[src/rtl/led_serial_shifter.sv]
//==============================================================================
// Module   : led_serial_shifter
// Brief    : Serialises a parallel word onto a 74HC164-style LED shift chain.
// Revision : 1.0 - initial release
//==============================================================================
`default_nettype none

module led_serial_shifter #(
    parameter int DATA_W    = 16,
    parameter int HALF_CYC  = 4,
    parameter int LATCH_CYC = 2
) (
    input  logic              clk,
    input  logic              rst,
    input  logic              EN,
    input  logic              start,
    input  logic [DATA_W-1:0] p_data,
    output logic              led_clk,
    output logic              led_sout,
    output logic              led_en,
    output logic              led_clrn,
    output logic              busy,
    output logic              done
);

    localparam int PH_W = $clog2(2 * HALF_CYC);
    localparam int BC_W = $clog2(DATA_W + 1);
    localparam int LC_W = $clog2(LATCH_CYC + 1);

    localparam logic [1:0] S_IDLE  = 2'd0;
    localparam logic [1:0] S_SHIFT = 2'd1;
    localparam logic [1:0] S_LATCH = 2'd2;

    localparam logic [PH_W-1:0] c_PH_HALF  = PH_W'(HALF_CYC - 1);
    localparam logic [PH_W-1:0] c_PH_LAST  = PH_W'(2 * HALF_CYC - 1);
    localparam logic [BC_W-1:0] c_BIT_LAST = BC_W'(DATA_W - 1);
    localparam logic [LC_W-1:0] c_LAT_LAST = LC_W'(LATCH_CYC - 1);

    logic [1:0]        r_state;
    logic [1:0]        w_state_nxt;
    logic [DATA_W-1:0] r_sreg;
    logic [PH_W-1:0]   r_phase;
    logic [BC_W-1:0]   r_bit;
    logic [LC_W-1:0]   r_lcnt;

    logic w_accept, w_bit_end, w_last_bit, w_lat_end, w_load;
    logic w_clk_nxt, w_sout_nxt, w_en_nxt, w_busy_nxt, w_done_nxt;

    assign w_accept   = EN & start;
    assign w_bit_end  = (r_phase == c_PH_LAST);
    assign w_last_bit = w_bit_end && (r_bit == c_BIT_LAST);
    assign w_lat_end  = (r_lcnt == c_LAT_LAST);
    // A held start re-arms on the very edge that leaves LATCH.
    assign w_load     = w_accept && ((r_state == S_IDLE) ||
                                     ((r_state == S_LATCH) && w_lat_end));

    // State register, datapath and registered outputs
    always_ff @(posedge clk or posedge rst) begin
        if (rst) begin
            r_state  <= S_IDLE;
            r_sreg   <= '0;
            r_phase  <= '0;
            r_bit    <= '0;
            r_lcnt   <= '0;
            led_clk  <= 1'b0;
            led_sout <= 1'b0;
            led_en   <= 1'b0;
            led_clrn <= 1'b0;
            busy     <= 1'b0;
            done     <= 1'b0;
        end else begin
            r_state  <= w_state_nxt;
            led_clk  <= w_clk_nxt;
            led_sout <= w_sout_nxt;
            led_en   <= w_en_nxt;
            led_clrn <= 1'b1;
            busy     <= w_busy_nxt;
            done     <= w_done_nxt;
            if (w_load) begin
                r_sreg  <= p_data;
                r_phase <= '0;
                r_bit   <= '0;
                r_lcnt  <= '0;
            end else if (r_state == S_SHIFT) begin
                if (w_bit_end) begin
                    r_phase <= '0;
                    r_sreg  <= {r_sreg[DATA_W-2:0], 1'b0};
                    r_bit   <= r_bit + 1'b1;
                end else begin
                    r_phase <= r_phase + 1'b1;
                end
            end else if (r_state == S_LATCH) begin
                r_lcnt <= w_lat_end ? '0 : r_lcnt + 1'b1;
            end
        end
    end

    // Next-state logic
    always_comb begin
        w_state_nxt = r_state;
        case (r_state)
            S_IDLE:  if (w_accept) w_state_nxt = S_SHIFT;
            S_SHIFT: if (w_last_bit) w_state_nxt = S_LATCH;
            S_LATCH: if (w_lat_end) w_state_nxt = w_accept ? S_SHIFT : S_IDLE;
            default: w_state_nxt = S_IDLE;
        endcase
    end

    // Next values of the registered outputs
    always_comb begin
        w_clk_nxt  = 1'b0;
        w_sout_nxt = led_sout;
        w_en_nxt   = 1'b0;
        w_busy_nxt = busy;
        w_done_nxt = (r_state == S_LATCH) && w_lat_end;
        if (w_load) begin
            w_sout_nxt = p_data[DATA_W-1];
            w_busy_nxt = 1'b1;
        end else begin
            case (r_state)
                S_SHIFT: begin
                    if (w_last_bit) begin
                        w_en_nxt = 1'b1;
                    end else if (w_bit_end) begin
                        w_sout_nxt = r_sreg[DATA_W-2];
                    end else begin
                        // Clock goes high for the second half of the bit period
                        w_clk_nxt = (r_phase >= c_PH_HALF);
                    end
                end
                S_LATCH: begin
                    w_en_nxt = !w_lat_end;
                    if (w_lat_end) w_busy_nxt = 1'b0;
                end
                default: ;
            endcase
        end
    end

endmodule

`default_nettype wire

[config.mk]
export PLATFORM = sky130hd
export DESIGN_NAME = led_serial_shifter
export DESIGN_NICKNAME = d
export VERILOG_FILES = /design/src/rtl/led_serial_shifter.sv
export SDC_FILE = /design/constraint.sdc
export NUM_CORES = 1
export LEC_CHECK = 0
export ABC_AREA = 1
export BUFFER_PORTS_ARGS = -buffer_cell sky130_fd_sc_hd__buf_4
export CAP_MARGIN = 20
export CELL_PAD_IN_SITES_DETAIL_PLACEMENT = 2
export CELL_PAD_IN_SITES_GLOBAL_PLACEMENT = 2
export CORE_MARGIN = 3
export CORE_UTILIZATION = 30
export CTS_CLUSTER_DIAMETER = 50
export CTS_CLUSTER_SIZE = 28
export DETAILED_ROUTE_END_ITERATION = 8
export GPL_TIMING_DRIVEN = 1
export HOLD_SLACK_MARGIN = 0.06
export PLACE_DENSITY_LB_ADDON = 0.1
export SYNTH_ARGS = -nofsm -noshare
export SYNTH_HDL_FRONTEND = slang
export SYNTH_SLANG_ARGS = --single-unit
[constraint.sdc]
create_clock -name clk -period 1.4 [get_ports clk]
set_input_delay 0.21 -clock clk [delete_from_list [all_inputs] [get_ports clk]]
set_output_delay 0.21 -clock clk [all_outputs]
set_load 0.02 [all_outputs]
==> flow_summary.toml <==
[critical_path]
r2r_slack_ns = -0.13
setup.worst_path.end_class = "flip-flop"
cp_max_fo = 8
crit_arrival_ns = 1.70
crit_required_ns = 1.57
path_class = "flip-flop to flip-flop"
cp_common_cell = "nand2_1"
worstPathCellList = "inv_2 -> ha_4 -> nand3_4 -> nand2_4 -> nand2_8 -> buf_12 -> nand2_1 -> nand2_1 -> nand2_1 -> nand2_1"
startpoint_type = "flip-flop"
cp_slowest_stage_delay_ns = 0.40
critPathSlowestCell = "dfrtp_1"

[placement]
numPortBuffers = 25
place_inst = 340
dp.final_hpwl_um = 4010
place.gp.congestion = 0.707
place_ws_ns = -0.161

[power_and_ir_drop]
ir_drop_uv = 385
p_per_area_nw_per_um2 = 663
p_leak_nw = 1.38

[cts]
clk_pin_slew_ns = 0.07
cts_buffer_depth = 2
clkSinkCount = 33
cts_htree_levels = 2
cts_buffers = 5
cts_tree = "built"
cts_root_buf = "clkbuf_8"
insertion_delay_ns = 0.29

[synth]
ys_ff_latch = 33
yosysSeqAreaShare_pct = 44.7
synth_edf_count = 0
syn_area_um2 = 1850
syn_inst = 229
yosysTopAreaCell = "dfrtp_1"
synth_top_area_share_pct = 44.7
avgSynthCellArea_um2 = 8.06
ys_types = 25
yosys_warnings = 0
synth_flop_cell = "dfrtp_1"
yosys-top-cells-count = "87 x nand2_1, 33 x dfrtp_1, 22 x nand3_1, 20 x o211ai_1, 14 x inv_1"
async_reset_ff_share_pct = 100
synth.most_common_cell = "nand2_1"
syn_nets = 257
synthTopCellsByArea = "dfrtp_1 45%, nand2_1 18%, o211ai_1 8.1%, nand3_1 6.0%, ha_1 5.4%"

[timing]
rsz0062_at_grt = "yes"
max_freq_mhz = 653
tightest_slew_ns = 0.508
finalHoldViolCount = 0
fin_ws_ns = -0.130
drv_slew = 0
skew_ns = 0.00444
slew_headroom_pct = 65.8
min_period_over_period_pct = 109
finalCriticalPeriod_ns = 1.53
setup_viol = 29
setup-tns-final_ns = -2.52

[drt]
avgRoutedWirePerCell_um = 18.3
antenna_left = 0
vias = 1840
routed_wl_um = 6570
drt-vias-per-instance = 5.13
dr.first_iter.drc_count = 32
drc = 0
drt-pass1-iter-count = 4

[die]
rows = 27
die_h_um = 84.5
initial_utilization_pct = 32.2
die_x_um = 84.5
die-area_um2 = 7130
io_pins = 26
fp.coreArea_um2 = 5740

[global_route]
grt_antenna_before_repair = 0
overflow = 0
grt_pass1_vias = 2012
grt_max_degree = 34
grt_usage_pct = 18.6
grt_pass1_wl_um = 10400

[final_layout]
diodes = 0
fillCellCount = 642
layout.cells.non_filler = 359
drive_gt1_share_pct = 39.4
syn_to_final_growth_pct = 46.5
layout.nets = 315

[outcome]
violations = "setup timing"
outcome = "finished, violations left"

[run]
maxCapViolCount = 0

[min_path]
min_path_type = "primary input to flip-flop"
layout by cell type, fill, tap and decap left out, types with 2 or more instances in the layout:
master / n
dfrtp_1: 32
nand2_1: 66
clkbuf_8: 6
nand3_1: 20
nand2_4: 5
clkbuf_16: 2
inv_1: 10
a21oi_1: 2
buf_4: 53
nand4_1: 5
ha_2: 3
nand2_2: 17
nor2_1: 5
ha_4: 4
buf_6: 5
inv_2: 4
inv_4: 2
o211ai_1: 20
buf_12: 2
o21ai_1: 2
o21ai_0: 4
nand3_4: 2
critical path: cells and delay by family, from the launching register on:
| kind | cells | cell delay, ns |
|---|---|---|
| buffers and inverters | 2 | 0.30 |
| adders and majority gates | 1 | 0.17 |
| and+or+nand+nor | 7 | 0.53 |
| DFF | 1 | 0.40 |
report_power, final:
group | switching [mW] | total, mW | internal [mW]
combinational | 0.0432 | 0.0845 | 0.0413
clock | 0.365 | 0.755 | 0.391
sequential | 0.000332 | 0.955 | 0.954
total | 0.408 | 1.79 | 1.39
repair_timing:
| action | CTS | global route |
|---|---|---|
| hold buffers | 1 | 0 |
| endpoints found under the setup margin | 31 | 30 |
| pin swaps | 4 | 14 |
| cloned | 2 | 1 |
| resized for setup | 27 | 30 |
| setup buffers | 6 | 2 |
| endpoints found under the hold margin | 33 | 0 |
through the flow:
stage          cell area [um^2]  power (mW)  hold slack [ns]  util (%)
3_5_place_dp               2280        1.06            0.361      39.8
6_report                   2710        1.79            0.141      47.1
5_1_grt                    2710        1.87            0.157      47.1
2_1_floorplan              1880       0.997            0.327         -
3_3_place_gp               2280        1.05            0.351      39.8
4_1_cts                    2570        1.82            0.141      44.7
path summary, 6_finish.rpt:
path                              end  depth (start not counted)       start
min in group asynchronous    led_clrn                          4         rst
max in group asynchronous  r_state[1]                          4         rst
max reg2reg                 r_sreg[1]                         10  r_state[0]
min reg2reg                 r_sreg[2]                          2   r_sreg[2]
min                          led_sout                          3  p_data[15]
max                         r_sreg[1]                         10  r_state[0]
logic make-up (layout without fill, tap and decap cells):
family          after synthesis  in the layout  share of synthesized area [%]
flops                        33             33                           44.7
other cells                   1              1                          0.203
simple gates                125            125                           29.0
compound gates               32             32                           12.2
buf+inv                      29             87                           7.99
xor+xnor                      1              1                          0.474
fa+ha+maj                     8              8                           5.42
sequential cells by signal (all words and copies together), names as in the netlist:
name      flops
r_sreg       15
r_bit         5
led_sout      1
r_lcnt        2
done          1
led_clrn      1
led_clk       1
r_state       2
led_en        1
r_phase       3
busy          1
layer usage:
metal	vias to the layer above	global-route usage, %	part of all wire, %
li1	874	-	-
met1	936	23.3	46
met2	20	32.8	51
met3	10	3.24	2.1
met4	0	5.32	1.5
met5	-	0	0
final cells by class:
type | count | area (um^2) | area share, %
clock buffer | 7 | 86.3 | 3.19
sequential | 33 | 827 | 30.6
inverter | 16 | 65.1 | 2.41
multi-input combinational | 167 | 1050 | 39.0
timing repair buffer | 64 | 582 | 21.5
tap | 72 | 90.1 | 3.33
No activity file was read; power rests on OpenSTA's default activity.
